## src/rtl/lsu_dccm_wrbuf.sv

```systemverilog
// Store write buffer ahead of the DCCM write port: in-order drain on idle read cycles plus RAW hazard detection.
// Optional store-to-load forwarding is enabled with `define RV_DCCM_WRBUF_FWD_EN.

module lsu_dccm_wrbuf #(
  parameter int DEPTH = 4,
  parameter int AW    = 16,
  parameter int DW    = 39
) (
  input  logic          clk,
  input  logic          rst,
  input  logic          lsu_freeze_dc3,
  input  logic          enq_valid,
  output logic          enq_ready,
  input  logic [AW-1:0] enq_addr,
  input  logic [DW-1:0] enq_data,
  input  logic          rd_req,
  input  logic [AW-1:0] rd_addr_lo,
  input  logic [AW-1:0] rd_addr_hi,
  output logic          rd_conflict,
  output logic          fwd_hit_lo,
  output logic          fwd_hit_hi,
  output logic [DW-1:0] fwd_data_lo,
  output logic [DW-1:0] fwd_data_hi,
  output logic          dccm_wren,
  output logic [AW-1:0] dccm_wr_addr,
  output logic [DW-1:0] dccm_wr_data,
  output logic          wrbuf_empty
);

  localparam int PW = $clog2(DEPTH);

  logic [PW-1:0]    r_wrPtr;
  logic [PW-1:0]    r_rdPtr;
  logic [PW:0]      r_count;
  logic [DEPTH-1:0] r_valid;
  logic [AW-1:0]    r_addr [DEPTH];
  logic [DW-1:0]    r_data [DEPTH];

  logic             w_full;
  logic             w_empty;
  logic             w_enq;
  logic             w_drain;
  logic [DEPTH-1:0] w_hitLo;
  logic [DEPTH-1:0] w_hitHi;
  logic             w_enqMatchLo;
  logic             w_enqMatchHi;
  logic             w_unused;

  assign w_full   = (r_count == (PW+1)'(DEPTH));
  assign w_empty  = (r_count == '0);
  assign w_enq    = enq_valid & ~w_full;
  assign w_drain  = ~w_empty & ~rd_req & ~lsu_freeze_dc3;
  assign w_unused = ^{rd_addr_lo[1:0], rd_addr_hi[1:0]};

  assign enq_ready    = ~w_full;
  assign wrbuf_empty  = w_empty;
  assign dccm_wren    = w_drain;
  assign dccm_wr_addr = r_valid[r_rdPtr] ? r_addr[r_rdPtr] : '0;
  assign dccm_wr_data = r_valid[r_rdPtr] ? r_data[r_rdPtr] : '0;

  // Word-granular match: byte offset bits never distinguish DCCM words.
  always_comb begin
    w_hitLo = '0;
    w_hitHi = '0;
    for (int i = 0; i < DEPTH; i++) begin
      w_hitLo[i] = r_valid[i] & (r_addr[i][AW-1:2] == rd_addr_lo[AW-1:2]);
      w_hitHi[i] = r_valid[i] & (r_addr[i][AW-1:2] == rd_addr_hi[AW-1:2]);
    end
  end

  assign w_enqMatchLo = w_enq & (enq_addr[AW-1:2] == rd_addr_lo[AW-1:2]);
  assign w_enqMatchHi = w_enq & (enq_addr[AW-1:2] == rd_addr_hi[AW-1:2]);

`ifdef RV_DCCM_WRBUF_FWD_EN
  logic          w_youngHitLo;
  logic          w_youngHitHi;
  logic [DW-1:0] w_youngDataLo;
  logic [DW-1:0] w_youngDataHi;

  // Walk from the newest entry backwards so the youngest matching store wins.
  always_comb begin
    logic [PW-1:0] idx;
    w_youngHitLo  = 1'b0;
    w_youngHitHi  = 1'b0;
    w_youngDataLo = '0;
    w_youngDataHi = '0;
    idx           = '0;
    for (int k = 0; k < DEPTH; k++) begin
      idx = r_wrPtr - PW'(k + 1);
      if (!w_youngHitLo && w_hitLo[idx]) begin
        w_youngHitLo  = 1'b1;
        w_youngDataLo = r_data[idx];
      end
      if (!w_youngHitHi && w_hitHi[idx]) begin
        w_youngHitHi  = 1'b1;
        w_youngDataHi = r_data[idx];
      end
    end
  end

  assign fwd_hit_lo  = rd_req & w_youngHitLo;
  assign fwd_hit_hi  = rd_req & w_youngHitHi;
  assign fwd_data_lo = fwd_hit_lo ? w_youngDataLo : '0;
  assign fwd_data_hi = fwd_hit_hi ? w_youngDataHi : '0;
  assign rd_conflict = rd_req & (w_enqMatchLo | w_enqMatchHi);
`else
  assign fwd_hit_lo  = 1'b0;
  assign fwd_hit_hi  = 1'b0;
  assign fwd_data_lo = '0;
  assign fwd_data_hi = '0;
  assign rd_conflict = rd_req & ((|w_hitLo) | (|w_hitHi) | w_enqMatchLo | w_enqMatchHi);
`endif

  // Pointer, occupancy and valid bookkeeping; reset discards every pending store.
  always_ff @(posedge clk or posedge rst) begin
    if (rst) begin
      r_wrPtr <= '0;
      r_rdPtr <= '0;
      r_count <= '0;
      r_valid <= '0;
    end else begin
      if (w_enq) begin
        r_wrPtr          <= r_wrPtr + 1'b1;
        r_valid[r_wrPtr] <= 1'b1;
      end
      if (w_drain) begin
        r_rdPtr          <= r_rdPtr + 1'b1;
        r_valid[r_rdPtr] <= 1'b0;
      end
      case ({w_enq, w_drain})
        2'b10:   r_count <= r_count + 1'b1;
        2'b01:   r_count <= r_count - 1'b1;
        default: r_count <= r_count;
      endcase
    end
  end

  always_ff @(posedge clk) begin
    if (w_enq) begin
      r_addr[r_wrPtr] <= enq_addr;
      r_data[r_wrPtr] <= enq_data;
    end
  end

endmodule

```

## config.mk

```make
export PLATFORM = sky130hd
export DESIGN_NAME = lsu_dccm_wrbuf
export DESIGN_NICKNAME = d
export VERILOG_FILES = /design/src/rtl/lsu_dccm_wrbuf.sv
export SDC_FILE = /design/constraint.sdc
export NUM_CORES = 1
export LEC_CHECK = 0
export BUFFER_PORTS_ARGS = -buffer_cell sky130_fd_sc_hd__buf_2
export CORE_MARGIN = 4
export CORE_UTILIZATION = 25
export DETAILED_ROUTE_END_ITERATION = 8
export PLACE_DENSITY = 0.45
export SLEW_MARGIN = 10
export SYNTH_ARGS = -nofsm -noshare
export SYNTH_HDL_FRONTEND = slang
export SYNTH_SLANG_ARGS = --single-unit
```

## constraint.sdc

```tcl
create_clock -name clk -period 4.6 [get_ports clk]
set_clock_uncertainty 0.2 [all_clocks]
set_input_delay 0.92 -clock clk [delete_from_list [all_inputs] [get_ports clk]]
set_output_delay 0.92 -clock clk [all_outputs]
set_load 0.03 [all_outputs]
```

# Word-level counts from Yosys, hierarchy flattened
# Memory sizes are Yosys's and may differ from the RTL's.
# Index checks and enable logic that the tools add are counted.
# W data, S select, Z words.
# classes
add_sub_neg	4
n_mul	0
div	0
n_lt_le_gt_ge	4
eq_ne	13
shift	0
muxes	13
n_bitwise	24
n_reduce_logical	6
# ops
operator	n
$eq A14 B14 Y1	10
$mux W39	1
$mux W16	1
$and A1 B1 Y1	14
$mux W4	2
$reduce_or A4 Y1	2
$lt A2 B3 Y1 const B	2
$pmux W3 S2	1
$mux W1	5
$add A2 B1 Y2 const B	2
$and A4 B4 Y4	1
$demux W1 S2	2
$ge A2 B1 Y1 const B	2
$not A1 Y1	4
$not A4 Y4	1
$or A4 B4 Y4	1
$add A3 B1 Y3 const B	1
$eq A3 B3 Y1 const B	1
$logic_not A3 Y1	1
$or A1 B1 Y1	3
$sub A3 B1 Y3 const B	1
$bmux W1 S2	1
$eq A2 B1 Y1 const B	1
$eq A2 B2 Y1 const B	1
other kinds (2)	3
# word_totals
ff_bits	11
latchBits	0
ram_bits	220
mem_bits_ro	0
inputBits	92
wordCells	70
n_memories	2
# memory_table
name	words	word_bits	read_ports	rd_clocked_by_memory_dff	write_ports	line	text
r_data	4	39	1	0	1	37	logic [DW-1:0] r_data [DEPTH];
r_addr	4	16	5	0	1	36	logic [AW-1:0] r_addr [DEPTH];

# Logic depth before layout (Yosys ltp)
# depth
word_depth	8
depth_mapped	10
mapped_depth_nobuf	10

# Least setup slack after synthesis
# OpenSTA, ideal clock, no wires.
# synth_timing
path_kind	in2out
from	input rd_addr_lo[7]
to	output rd_conflict
arrival_time_ns	2.208
slack_ns	1.272
stages	6
n_path_buf	1
cell_sequence	buf_2 xnor2_1 nand4_1 nor4_1 nor4_1 a31oi_1
# synth_between
elab_chain_len	7
elab_cells_between_ends	15
# synth_lines
item	line	text
start: declaration	17	input logic [AW-1:0] rd_addr_lo,
$eq A14 B14 Y1	66	w_hitLo[i] = r_valid[i] & (r_addr[i][AW-1:2] == rd_addr_lo[AW-1:2]);
$and A1 B1 Y1	66	
$reduce_or A4 Y1	111	assign rd_conflict = rd_req & ((|w_hitLo) | (|w_hitHi) | w_enqMatchLo | w_enqMatchHi);
$or A1 B1 Y1	111	
$or A1 B1 Y1 (*) (2 in series)	111	
$and A1 B1 Y1 (*)	111	
end: declaration	19	output logic rd_conflict,
# Every way passes the cells marked *; elsewhere a longest branch is shown, timed or not.

# Worst setup path in the final report
# layout_timing
from	register r_rdPtr[0]
to	output dccm_wr_data[7]
# layout_between
elab_chain_len	3
elab_cells_between_ends	4
# layout_lines
item	line	text
start: declaration	33	logic [PW-1:0] r_rdPtr;
start signal: assignment	127	r_rdPtr <= r_rdPtr + 1'b1;
$bmux W1 S2	59	assign dccm_wr_data = r_valid[r_rdPtr] ? r_data[r_rdPtr] : '0;
$mux W1 (not written as such)	59	
$mux W39 (*)	59	
end: declaration	26	output logic [DW-1:0] dccm_wr_data,
# Every way passes the cells marked *; elsewhere a longest branch is shown, timed or not. The select of a mux whose other input is x is not followed.

==> flow_summary.ini <==
[status]
status = finished, final reports clean

[clock_network]
cts_tree = done
cts_sinks = 231
cts_htree_levels = 1
clk_pin_slew_ns = 0.06
ctsRootBufferMaster = clkbuf_16
worstSkewPairLatency_ns = 0.53
cts_buffers = 27
hold_buffers = 0
ctsResizeCount = 0
cts_setup_buffers = 0
clk_path_buf_depth = 3

[timing]
whs_ns = 0.206
rsz0062_at_grt = no
period_share = 0.805
setup_slack_ns = 0.899
slew_violations = 0
slew_headroom = 0.443
setup_tns_ns = 0
tightestPinTransition_ns = 0.836
setup_violations = 0
fin_crit_ns = 3.70
fmax_ghz = 0.270
hold_viol_final = 0

[hold_path]
hold_class = in2async

[floorplanning]
core.rowCount = 77
die_w_um = 221
die_h_um = 221
start_util = 0.255
io_pins = 231
dieArea_sq_mm = 0.0490
core_sq_mm = 0.0446

[routing]
drtPass1Iterations = 5
wirelength_mm = 30.3
vias_per_cell = 4.16
route.detailed.drc = 0
drtIter0Drc = 291
antenna_left = 0
via_count = 6067
wire_per_inst_um = 20.7

[final_layout]
drive_gt1_frac = 0.291
n_fill_cell = 4538
final_core_util = 0.295
layout.nets = 949
area_growth_pct = 15.7

[logic_synthesis]
synth_area_sq_mm = 0.0114
synthesis.instances = 708
synth_seq_area_share = 0.604
synth_common_cells = edfxtp_1, xnor2_1, buf_4
yosysWarnings = 0
synth-async-reset-ratio = 0.0476
yosysTopAreaCell = edfxtp_1
synth_top_area_frac = 0.580
yosysUniqueCellTypes = 32
ys.flop_type = edfxtp_1
synth_edf_count = 220
syn_area_per_cell_sq_um = 16.1
synth_area_leaders = edfxtp_1, xnor2_1, mux4_2, buf_4, nor2b_1
synth.most_common_cell = edfxtp_1
ys_ff_latch = 231

[placement]
port_buffers = 146
globalplace.congestion = 0.836
hpwl_mm = 20.5
pre_cts_slack_ns = 0.950

[grt]
grt_overflow = 0
grt_pass1_vias = 6530
gr-usage-all-layers = 0.120
grt_antenna_before_repair = 8
grt_max_degree = 59
grt_pass1_wl_mm = 44.6

[critical_path]
crit_type = reg2out
regToRegSetupSlack_ns = 2.12
cp.arrival_ns = 2.58
critPathLaunchType = flop
crit_path_start = r_rdPtr[0]$_DFFE_PP0N_
timing.rr.end = r_count[2]$_DFFE_PP0P_
worstSetupEndpointType = output pin
cp_max_fo = 58
rr_worst_depth = 8
cp.required_ns = 3.48
r2r-start = r_count[0]$_DFFE_PP0P_
endpoint = dccm_wr_data[7]

[pwr]
p_leak_nw = 4.51
p_total_mw = 8.80
power_density_mw_per_mm2 = 668
ir_drop_uv = 319

[flow_run]
cap_violations = 0
## through the flow
step	std cells	area (sq um)
after floorplan	787	11700
after global routing	1457	13200
after CTS	1457	13200
after global placement	1410	12300
after detailed placement	1410	12300
final	1460	13200
## cell families (layout without fill, tap and decap cells)
group,after synthesis,count (layout),synth area share
buf+inv,135,213,0.0874
flops,231,231,0.604
compound gates,9,9,0.00637
other cells,1,83,0.000329
mux,58,58,0.113
fa+ha+maj,10,10,0.0116
simple gates,119,119,0.0653
xor+xnor,145,145,0.112
## cells in the final DEF, fill, tap and decap left out, drive strengths merged, types with 3 or more instances in the layout
master,synthesis,layout
nor4,12,12
nor2b,55,55
clkinv,0,5
diode,0,3
conb,1,80
xnor2,143,143
clkbuf,0,38
mux4,55,55
and3,4,4
a2bb2oi,4,4
inv,10,10
dfrtp,11,11
o21ai,4,4
edfxtp,220,220
nand4,30,30
ha,9,9
buf,125,156
nand2,5,5
nand3,9,9
## critical path, stage by stage, from the launching register on
cell and delay, ns:
dfrtp_4 0.41, buf_12 0.40, inv_1 0.28, o21ai_4 0.25, buf_4 0.37, nor2b_1 0.11, buf_2 0.19
## how the worst min path moves through the flow
stage | to | startpoint | slack (ns) | depth (start not counted)
2_1_floorplan | r_count[2]$_DFFE_PP0P_ | r_count[2]$_DFFE_PP0P_ | 0.26 | 1
3_3_place_gp | r_count[0]$_DFFE_PP0P_ | r_count[0]$_DFFE_PP0P_ | 0.29 | 1
3_5_place_dp | r_count[2]$_DFFE_PP0P_ | r_count[2]$_DFFE_PP0P_ | 0.29 | 1
4_1_cts | r_valid[2]$_DFF_PP0_ | rst | 0.20 | 2
5_1_grt | r_wrPtr[1]$_DFFE_PP0P_ | rst | 0.23 | 2
6_report | r_valid[2]$_DFF_PP0_ | rst | 0.21 | 2
## cell type report
class	count	area (sq um)	area share
Clock buffer	38	717	0.0544
Sequential cell	231	6890	0.523
Inverter	10	37.5	0.00285
Tap cell	592	741	0.0562
Clock inverter	9	101	0.00769
Timing Repair Buffer	156	868	0.0659
Multi-Input combinational cell	421	3810	0.289
Antenna cell	3	7.51	0.000570
## report_power, final
part | total (mW) | internal [mW] | leakage (nW) | switching, mW
clock | 2.00 | 1.19 | 0.389 | 0.810
sequential | 3.01 | 2.79 | 2.14 | 0.215
combinational | 3.79 | 1.35 | 1.98 | 2.45
## metal layers
metal / part of all wire / global-route usage / routed length, um / vias to the layer above
met4: 0.015 / 0.0240 / 462 / 2
met5: 0.00043 / 0 / 13 / -
li1: - / - / - / 2730
met3: 0.067 / 0.0268 / 2040 / 35
met2: 0.46 / 0.195 / 14000 / 212
met1: 0.45 / 0.166 / 13700 / 3088
## sequential cells by signal (all words and copies together), names as in the netlist
register	flops
r_rdPtr	2
r_valid	4
r_data	156
r_addr	64
r_wrPtr	2
r_count	3
(Power assumes the default switching activity.)
